`src/rtl/div_pkg.sv`:
```
// Shared definitions for the restoring divider: FSM state encoding.
package div_pkg;

  localparam int STATE_W = 3;

  typedef enum logic [STATE_W-1:0] {
    S_IDLE = 3'b000,
    S_ITER = 3'b001,
    S_DONE = 3'b010
  } state_e;

endpackage

```
`src/rtl/div_sub_step.sv`:
```
// One restoring-division step: shift {R,Q} left, trial-subtract D, keep or restore.
module div_sub_step #(
  parameter int WIDTH = 8
) (
  input  logic [WIDTH-1:0] r_i,
  input  logic [WIDTH-1:0] q_i,
  input  logic [WIDTH-1:0] d_i,
  output logic [WIDTH-1:0] r_o,
  output logic [WIDTH-1:0] q_o
);

  logic [WIDTH:0] r_sh;
  logic [WIDTH:0] diff;

  // The shifted remainder needs WIDTH+1 bits: R < D can exceed 2^(WIDTH-1).
  assign r_sh = {r_i, q_i[WIDTH-1]};
  assign diff = r_sh - {1'b0, d_i};

  // Either branch fits in WIDTH bits: a kept difference is < D, a restored R_sh is < D.
  assign r_o = diff[WIDTH] ? r_sh[WIDTH-1:0] : diff[WIDTH-1:0];
  assign q_o = {q_i[WIDTH-2:0], ~diff[WIDTH]};

endmodule

```
`src/rtl/param_restoring_divider.sv`:
```
// Unsigned restoring divider: one quotient bit per clock, start/busy/done handshake.
module param_restoring_divider
  import div_pkg::*;
#(
  parameter int WIDTH = 8
) (
  input  logic               i_clk,
  input  logic               i_rst,
  input  logic               i_start,
  input  logic [WIDTH-1:0]   i_dividend,
  input  logic [WIDTH-1:0]   i_divisor,
  output logic               o_busy,
  output logic               o_done,
  output logic [WIDTH-1:0]   o_quotient,
  output logic [WIDTH-1:0]   o_remainder,
  output logic               o_div_by_zero,
  output logic [STATE_W-1:0] o_state
);

  localparam int CNT_W = $clog2(WIDTH + 1);

  state_e             state_q;
  logic [CNT_W-1:0]   cnt_q;
  logic [WIDTH-1:0]   r_q, q_q, d_q;
  logic [WIDTH-1:0]   r_d, q_d;
  logic [WIDTH-1:0]   quo_q, rem_q;
  logic               busy_q, done_q, dbz_q;

  div_sub_step #(.WIDTH(WIDTH)) u_step (
    .r_i (r_q),
    .q_i (q_q),
    .d_i (d_q),
    .r_o (r_d),
    .q_o (q_d)
  );

  // NOTE: sequential state uses <= only, so every register sees pre-edge values and
  // later assignments in the same block simply override earlier defaults.
  always_ff @(posedge i_clk) begin
    if (i_rst) begin
      state_q <= S_IDLE;
      cnt_q   <= '0;
      r_q     <= '0;
      q_q     <= '0;
      d_q     <= '0;
      quo_q   <= '0;
      rem_q   <= '0;
      busy_q  <= 1'b0;
      done_q  <= 1'b0;
      dbz_q   <= 1'b0;
    end else begin
      done_q <= 1'b0;
      case (state_q)
        S_IDLE: begin
          if (i_start) begin
            d_q    <= i_divisor;
            dbz_q  <= 1'b0;
            busy_q <= 1'b1;
            if (i_divisor == '0) begin
              quo_q   <= '1;
              rem_q   <= i_dividend;
              dbz_q   <= 1'b1;
              done_q  <= 1'b1;
              state_q <= S_DONE;
            end else begin
              r_q     <= '0;
              q_q     <= i_dividend;
              cnt_q   <= CNT_W'(WIDTH);
              state_q <= S_ITER;
            end
          end
        end
        S_ITER: begin
          r_q   <= r_d;
          q_q   <= q_d;
          cnt_q <= cnt_q - 1'b1;
          if (cnt_q == CNT_W'(1)) begin
            quo_q   <= q_d;
            rem_q   <= r_d;
            done_q  <= 1'b1;
            state_q <= S_DONE;
          end
        end
        S_DONE: begin
          busy_q  <= 1'b0;
          state_q <= S_IDLE;
        end
        default: begin
          busy_q  <= 1'b0;
          state_q <= S_IDLE;
        end
      endcase
    end
  end

  assign o_busy        = busy_q;
  assign o_done        = done_q;
  assign o_quotient    = quo_q;
  assign o_remainder   = rem_q;
  assign o_div_by_zero = dbz_q;
  assign o_state       = state_q;

endmodule

```
`config.mk`:
```
export PLATFORM = sky130hd
export DESIGN_NAME = param_restoring_divider
export DESIGN_NICKNAME = d
export VERILOG_FILES = /design/src/rtl/div_pkg.sv /design/src/rtl/div_sub_step.sv /design/src/rtl/param_restoring_divider.sv
export SDC_FILE = /design/constraint.sdc
export NUM_CORES = 1
export LEC_CHECK = 0
export BUFFER_PORTS_ARGS = -buffer_cell sky130_fd_sc_hd__buf_2
export CAP_MARGIN = 20
export CORE_MARGIN = 2
export CORE_UTILIZATION = 56
export CTS_CLUSTER_SIZE = 40
export DETAILED_ROUTE_END_ITERATION = 6
export GPL_ROUTABILITY_DRIVEN = 0
export GPL_TIMING_DRIVEN = 1
export PLACE_DENSITY = 0.79
export SLEW_MARGIN = 20
export SYNTH_ARGS = -nofsm -noshare
export SYNTH_HDL_FRONTEND = slang
export SYNTH_HIERARCHICAL = 1
export SYNTH_SLANG_ARGS = --single-unit
```
`constraint.sdc`:
```
create_clock -name i_clk -period 3.58 [get_ports i_clk]
set_clock_uncertainty 0.15 [all_clocks]
set_input_delay 0.716 -clock i_clk [delete_from_list [all_inputs] [get_ports i_clk]]
set_output_delay 0.716 -clock i_clk [all_outputs]
set_load 0.05 [all_outputs]
```
==> results.md, run 1 <==
Run status:
- The flow ran to the end, and the final reports show no timing, DRC or antenna violations.

Drt:
- The iteration count of the initial detailed-routing pass is 4.
- After detailed routing, the average wire length per cell comes to roughly 14 um.
- The total length of routed wires is just over 5000 um.
- In this run the remaining antenna-violating nets after routing total 0.
- After detailed routing, the number of remaining DRC violations is 0.
- Across all layers, the routed design uses between 2000 and 2500 vias.
- The mean number of vias per cell is between 5 and 6.
- The detailed router finished its first iteration with 140 violations.

Clocking:
- After clock tree synthesis, the repair step resized 0 gates.
- The number of hold buffers added after cts is 0.
- The number of clock sinks is roughly 50.
- No sink is reached through more buffers than the 2 on the longest clock path.
- Post-CTS timing repair inserted 0 buffers for setup.
- TritonCTS created 5 clock buffers.
- TritonCTS built the clock tree.
- The root buffer cell is sky130_fd_sc_hd__clkbuf_8.
- The clock reaches the later pin of the worst-skew pair after ~310 ps.
- The H-tree depth is 2.
- The clock-pin transition on the worst setup and hold timing paths is around 90 ps.

Critical path:
- The setup path with the least slack is of type reg2reg.
- The type of element launching the critical path is a register.
- The critical path data arrival time is ~3000 ps.
- The nature of the critical path endpoint is a register.
- The maximum fanout encountered on the critical timing path is 9.
- The most critical setup path has its startpoint at q_q[7].
- For the worst setup path, the data required time is about 3600 ps.
- In this run the critical register-to-register path is launched from q_q[7].

Placement:
- The worst setup slack before clock tree synthesis is ~630 ps.
- The standard cell area after detailed placement is between 2000 and 3000 um2.
- The number of buffers inserted by port buffering is 39.
- After legalization and detailed placement, the total HPWL measured 3860 um.
- The placed instance count is approximately 360.

GRT:
- Summed over all layers, the global routing overflow is 0.
- Global routing used 21.3% of the available tracks.
- Entering global routing, the biggest net connects 41 pins.
- The number of antenna violations at the first check in global routing is 0.
- The first global-routing pass estimated slightly below 9000 um of wire.
- The number of global-route vias before repair is 1898.

Pwr:
- Summed over all cells, the static leakage comes to approximately 0.0012 uW.
- The switching share of total power is 33.2%.
- The post-route total power is approximately 1300 uW.
- The cell-internal power is between 800 and 900 uW.
- The cell area power density is 466 nW/um2.
- IR analysis of the VDD net gives a maximum drop of roughly 0.26 mV.
- The portion of total power attributed to sequential cells is between 40 and 50%.
- In this run the power spent charging and discharging nets is around 450 uW.
- The share of total power dissipated in combinational logic is between 30% and 40%.
- The clock network accounts for between 20% and 30% of the total power.

Timing:
- The number of max-slew violations in the final report was 0.
- At the pin with the least slew margin, the transition time is a little under 900 ps.
- The number of hold violations in the final report is 0.
- The final worst-path cycle share is between 80% and 90%.
- Based on the critical path, the design can be clocked at up to approximately 340 MHz.
- The post-route minimum period is about 3000 ps.
- The final setup slack of the worst path is between 600 and 700 ps.
- In this run the tightest slew margin relative to its limit is between 40 and 50%.
- Setup repair after global routing left no endpoint under its margin.
- The total of endpoints with negative setup slack in the final report is 0.
- The setup TNS after final layout is 0 ps.

Floorplanning:
- After floorplanning, the core was divided into 25 placement rows.
- The horizontal die dimension is ~73 um.
- The initial utilization of the core area, before any placement, comes to ~57%.
- The I/O pin count is about 40.
- The core region area is between 4000 and 5000 um2.
- In this run the vertical extent of the chip is around 73 um.
- The floorplan step defined a die boundary enclosing around 5300 um2.

Cells and area:
- In the final layout, the share of cells above drive strength 1 is 29.1%.
- The total inserted antenna cells is 0.
- Summing all non-filler instances in the final layout gives an area of roughly 2900 um2.
- Compared with the post-synthesis result, the final layout area differs by 8.55%.
- The final-stage net count is between 300 and 400.
- Once layout is complete, the cells apart from fillers number around 360.

Synthesis:
- The cell count after synthesis came out at 281.
- In this run, distinct cell masters in the synthesized netlist total just under 50.
- The total of flip-flops plus latches after synthesis is just under 50.
- The most instantiated flip-flop cell in the synthesis netlist is sky130_fd_sc_hd__dfxtp_1.
- The number of enable flip-flop cells after synthesis is 0.
- The post-synth net total is 311.
- The yosys synthesis warning count is 6.
- The total standard cell area after synthesis is 2660 um2.
- The area fraction of the dominant cell type after synthesis is ~37%.
- The library cell occupying the most area in the post-synthesis netlist is sky130_fd_sc_hd__dfxtp_1.
- Sequential cells were found to cover 36.8% of the synthesized design area.
- After synthesis, the share of flip-flops with an asynchronous set or reset is 0%.
- Yosys attributes the largest share of cell area to sky130_fd_sc_hd__dfxtp_1, sky130_fd_sc_hd__ha_1, sky130_fd_sc_hd__a21oi_1.
- The per-instance average area after synthesis is 9.48 um2.

Worst hold path:
- The worst hold path begins at o_remainder[0].
- The worst min-delay path category is reg2reg.

Flow run:
- Across the run, the number of max-cap violations was 0.
-- synth_stat cells (all sizes together), types with 7 or more instances --
cell type / instances
ha: 10
a31oi: 10
a211oi: 13
a221oi: 8
buf: 21
dfxtp: 49
o21ai: 7
a21oi: 25
nand2: 15
inv: 20
and2: 10
mux2: 8
nor2: 28
mux2i: 9
-- power by group through the flow --
stage / combinational [uW] / clock (uW) / sequential [uW]
2_1_floorplan: 319 / 0 / 641
3_3_place_gp: 398 / 0 / 621
3_5_place_dp: 406 / 0 / 623
4_1_cts: 410 / 334 / 610
5_1_grt: 449 / 352 / 615
6_report: 411 / 326 / 610
-- per-layer routing --
| layer | share of wire (%) | global-route usage, % |
|---|---|---|
| met3 | 4.5 | 4.14 |
| met5 | 0 | 0 |
| met4 | 1.6 | 8.85 |
| met1 | 48 | 28.3 |
| met2 | 46 | 33.7 |
-- stage by stage --
stage                     util, %  hold slack [ps]
after floorplan                 -              281
after global placement       60.2              295
after detailed placement     60.2              301
after CTS                    62.0              320
after global routing         62.0              332
final                        62.0              315
-- worst max-delay path, stage by stage (launching register included) --
cell	delay (ps)
sky130_fd_sc_hd__dfxtp_1	320
sky130_fd_sc_hd__inv_1	70
sky130_fd_sc_hd__ha_1	170
sky130_fd_sc_hd__inv_1	60
sky130_fd_sc_hd__fa_1	410
sky130_fd_sc_hd__a21o_1	190
sky130_fd_sc_hd__a21oi_2	240
sky130_fd_sc_hd__o31ai_4	120
sky130_fd_sc_hd__xor2_4	310
sky130_fd_sc_hd__mux2_2	380
sky130_fd_sc_hd__and2_1	150
sky130_fd_sc_hd__a221oi_2	220
sky130_fd_sc_hd__a211oi_2	70
-- cells in the final DEF, fill, tap and decap left out, types with 2 or more instances in the layout --
cell type,Yosys,layout
sky130_fd_sc_hd__nand2_1,14,14
sky130_fd_sc_hd__o21a_1,4,4
sky130_fd_sc_hd__nor3_1,3,3
sky130_fd_sc_hd__buf_2,7,39
sky130_fd_sc_hd__ha_1,10,10
sky130_fd_sc_hd__nor4_4,2,2
sky130_fd_sc_hd__dfxtp_1,49,49
sky130_fd_sc_hd__nand3_1,2,2
sky130_fd_sc_hd__nor2_1,28,28
sky130_fd_sc_hd__xnor2_1,2,2
sky130_fd_sc_hd__a211oi_2,8,8
sky130_fd_sc_hd__mux2i_1,9,9
sky130_fd_sc_hd__nand2b_1,5,5
sky130_fd_sc_hd__mux2_2,7,7
sky130_fd_sc_hd__o221a_2,5,5
sky130_fd_sc_hd__xor2_1,3,3
sky130_fd_sc_hd__nor3b_2,2,2
sky130_fd_sc_hd__o21ai_0,7,7
sky130_fd_sc_hd__nor2b_1,2,2
sky130_fd_sc_hd__and2_1,9,9
sky130_fd_sc_hd__a21oi_1,24,24
sky130_fd_sc_hd__a31oi_1,10,10
sky130_fd_sc_hd__inv_1,20,20
sky130_fd_sc_hd__clkbuf_8,0,5
sky130_fd_sc_hd__buf_4,9,4
sky130_fd_sc_hd__a221oi_2,8,8
sky130_fd_sc_hd__a211oi_1,5,5
-- sequential cells by signal, summed over array words and instances, names as in the netlist, 2 cells and up --
name / flops
q_q: 8
r_q: 8
o_remainder: 8
cnt_q: 4
o_quotient: 8
o_state: 2
d_q: 8
-- kinds of logic after synthesis --
kind of cell             share of synthesized area [%]
adder cells (fa/ha/maj)                           5.45
AND/OR/NAND/NOR                                   14.9
other                                            0.141
multiplexers                                      6.77
flip-flops                                        36.8
AO/OA/AOI/OAI                                     24.5
XOR/XNOR                                          2.68
buffers and inverters                             8.65
-- layout make-up --
type | count | area, um2
tap | 54 | 67.6
timing repair buffer | 43 | 225
clock buffer | 6 | 72.6
fill | 394 | 1770
multi-input combinational | 188 | 1450
inverter | 21 | 78.8
clock inverter | 2 | 13.8
sequential | 49 | 981
-- path summary, 6_finish.rpt --
kind / end / slack [ps] / depth (start not counted)
hold / removal: o_remainder[0] / 320 / 2
hold reg to reg: o_remainder[0] / 320 / 2
setup / recovery: o_remainder[7] / 600 / 12
setup reg to reg: o_remainder[7] / 600 / 12
Power figures use the tool's default switching activity.
==> run 2: changes to the inputs <==
--- a/config.mk
+++ b/config.mk
@@ -8,12 +8,12 @@
 export BUFFER_PORTS_ARGS = -buffer_cell sky130_fd_sc_hd__buf_2
 export CAP_MARGIN = 20
 export CORE_MARGIN = 2
-export CORE_UTILIZATION = 56
+export CORE_UTILIZATION = 51
 export CTS_CLUSTER_SIZE = 40
 export DETAILED_ROUTE_END_ITERATION = 6
 export GPL_ROUTABILITY_DRIVEN = 0
 export GPL_TIMING_DRIVEN = 1
-export PLACE_DENSITY = 0.79
+export PLACE_DENSITY = 0.76
 export SLEW_MARGIN = 20
 export SYNTH_ARGS = -nofsm -noshare
 export SYNTH_HDL_FRONTEND = slang
==> constraint.sdc (replaced) <==
create_clock -name i_clk -period 2.4 [get_ports i_clk]
set_clock_uncertainty 0.15 [all_clocks]
set_input_delay 0.48 -clock i_clk [delete_from_list [all_inputs] [get_ports i_clk]]
set_output_delay 0.48 -clock i_clk [all_outputs]
set_load 0.05 [all_outputs]
==> run 2 against run 1 <==
Effect of this change: largest cell class unchanged; combinational power grew 110%; die area grew 9.3%; routed wire length grew 11%; setup slack got worse by 830 ps; critical path depth increased by 1; highest routed layer unchanged; the run now ends with negative setup slack left.
==> results.md, run 2 (synthesized netlist as in run 1, its figures left out) <==
Run status:
- The run finished, with violations left.
- The checks that failed: negative setup slack.

Pwr:
- The share of total power dissipated in the clock network is between 20% and 30%.
- The design draws roughly 2300 uW.
- For this design the total switching power over the nets is between 700 and 800 uW.
- Net switching is approximately 33% of the power.
- For this design the static power due to leakage is around 0.0014 uW.
- The highest ir drop seen on vdd is 0.333 mV.
- The cell-internal power is about 1500 uW.
- Combinational logic is responsible for around 38% of the overall power.
- The portion of total power attributed to sequential cells is 39.5%.
- The cell area power density is 696 nW/um2.

Worst hold path:
- The path class of the tightest hold or removal check is in2reg.
- The critical hold path startpoint is i_divisor[4].

Floorplanning:
- The floorplan die area is 5810 um2.
- The core region area is just over 5000 um2.
- In this run the horizontal extent of the chip is around 76 um.
- For this configuration, the core starts out at a cell density of 52.5%.
- Row generation in the floorplan step produced 26 rows.
- 41 I/O pins were placed.
- In this run the vertical extent of the chip is between 70 and 80 um.

Critical path:
- The critical path data arrival time is around 2700 ps.
- The type of element launching the critical path is a register.
- The critical path start-end classification is reg2reg.
- The nature of the critical path endpoint is a register.
- For the worst setup path, the data required time is about 2500 ps.
- The maximum fanout encountered on the critical timing path is 8.
- The worst setup path startpoint is q_q[7].
- The critical register-to-register path startpoint is q_q[7].

Placement:
- The number of buffers inserted by port buffering is 39.
- Detailed placement ended at an HPWL of about 4200 um.
- The worst setup slack before clock tree synthesis is -342 ps.

Drt:
- The number of antenna-violating nets in the routed design is 0.
- The average detailed-routed wire length per instance is roughly 14 um.
- The iteration count of the initial detailed-routing pass is 4.
- The DRC violation total after the first TritonRoute iteration is 100.
- The total length of routed wires is 5770 um.
- Across all layers, the routed design uses approximately 2200 vias.
- For this run, design rule violations remaining after detail routing come to 0.
- The mean number of vias per cell is approximately 5.4.

Clocking:
- The number of buffers created by CTS is 5.
- The clock tree synthesis step divided the H-tree into 2 levels.
- The maximum count of clock buffers along a single path is 2.
- The number of clock sinks is approximately 50.
- After clock tree synthesis, the clock-pin slew on the worst setup and hold paths is approximately 100 ps.
- The number of hold buffers added after cts is 0.
- The insertion delay of the later-clocked pin in the worst-skew pair is slightly above 300 ps.
- The CTS tree is yes.
- The tree is rooted in a sky130_fd_sc_hd__clkbuf_8.

Cells and area:
- The fraction of final layout cells with drive strength greater than 1 is approximately 41%.
- The layout overhead on the synthesized area is 24.3%.
- The fraction of the core area covered by cells at the end of the flow is between 60% and 70%.
- 0 antenna diodes ended up in the layout.
- The final-stage net count is 367.
- Fill cells in the final layout number 445.
- In the layout the commonest cells are sky130_fd_sc_hd__dfxtp_1, sky130_fd_sc_hd__buf_2, sky130_fd_sc_hd__buf_4, sky130_fd_sc_hd__nor2_1, sky130_fd_sc_hd__a21oi_1.
- Leaving out fill and tap cells, the most frequent cell in the layout is sky130_fd_sc_hd__dfxtp_1.

Timing:
- The total of endpoints with negative setup slack in the final report is 17.
- The number of max-slew violations in the final report is 0.
- The number of hold violations in the final report is 0.
- The maximum clock frequency is approximately 380 MHz.
- The transition time at the pin with the least slew margin is about 720 ps.
- The post-route minimum period is approximately 2600 ps.
- On the final layout, the worst hold slack is roughly 300 ps.
- Measured against its own limit, the worst slew margin works out to between 50% and 60%.
- Setup repair after global routing could not meet its margin everywhere.
- The final worst-path cycle share is 110%.
- The final setup slack of the worst path is -229 ps.

Flow run:
- Across the run, the number of max-cap violations was 0.

GRT:
- Summed over all layers, the global routing overflow is 0.
- The number of antenna violations at the first check in global routing is 0.
- The largest net degree at the start of global routing is 24.
- The first global-routing pass estimated a little under 10000 um of wire.
- The number of global-route vias before repair is about 2100.
- The total routing usage reported by global routing is between 20% and 30%.
[run 2: per-layer routing]
layer / track usage, % / wire [um]
met3: 5.33 / 381
met5: 0 / 0
met2: 32.7 / 2690
met1: 27.9 / 2600
met4: 7.45 / 100
[run 2: worst paths after layout]
path / end / cells past startpoint / slack (ps)
worst min register to register: q_q[7] / 2 / 320
worst min-delay path: d_q[4] / 3 / 310
worst max register to register: o_remainder[5] / 13 / -230
worst max-delay path: o_remainder[5] / 13 / -230
[run 2: cell type report]
cell class	instances	area (um2)	area share, %
multi-input combinational	188	1610	48.6
sequential	49	983	29.7
timing repair buffer	72	455	13.8
tap	70	87.6	2.65
inverter	21	78.8	2.38
clock buffer	5	68.8	2.08
clock inverter	3	26.3	0.794
[run 2: power by group through the flow]
stage	clock [uW]	sequential [uW]	combinational, uW
final	519	909	874
after global routing	574	916	939
after CTS	539	909	856
after detailed placement	0	927	767
after global placement	0	926	755
after floorplan	0	958	560
[run 2: critical path: stages (launching register included)]
cell,delay [ps]
sky130_fd_sc_hd__dfxtp_2,330
sky130_fd_sc_hd__inv_2,70
sky130_fd_sc_hd__ha_4,120
sky130_fd_sc_hd__inv_2,30
sky130_fd_sc_hd__fa_2,330
sky130_fd_sc_hd__a21o_1,210
sky130_fd_sc_hd__a21oi_4,170
sky130_fd_sc_hd__o31ai_4,90
sky130_fd_sc_hd__xor2_4,160
sky130_fd_sc_hd__buf_12,160
sky130_fd_sc_hd__mux2_4,290
sky130_fd_sc_hd__and2_4,160
sky130_fd_sc_hd__a221oi_4,200
sky130_fd_sc_hd__a211oi_2,50
[run 2: stage by stage]
step	area, um2	instances	setup TNS, ps
6_report	3310	408	-2920
3_3_place_gp	3090	397	-3920
5_1_grt	3310	408	-4500
4_1_cts	3250	408	-2790
3_5_place_dp	3090	397	-4530
2_1_floorplan	2730	281	-3170
[run 2: timing repair]
item	in CTS	in global routing
cloned	0	0
pin swaps	2	1
endpoints found under the setup margin	16	18
resized for setup	3	6
setup buffers	3	1
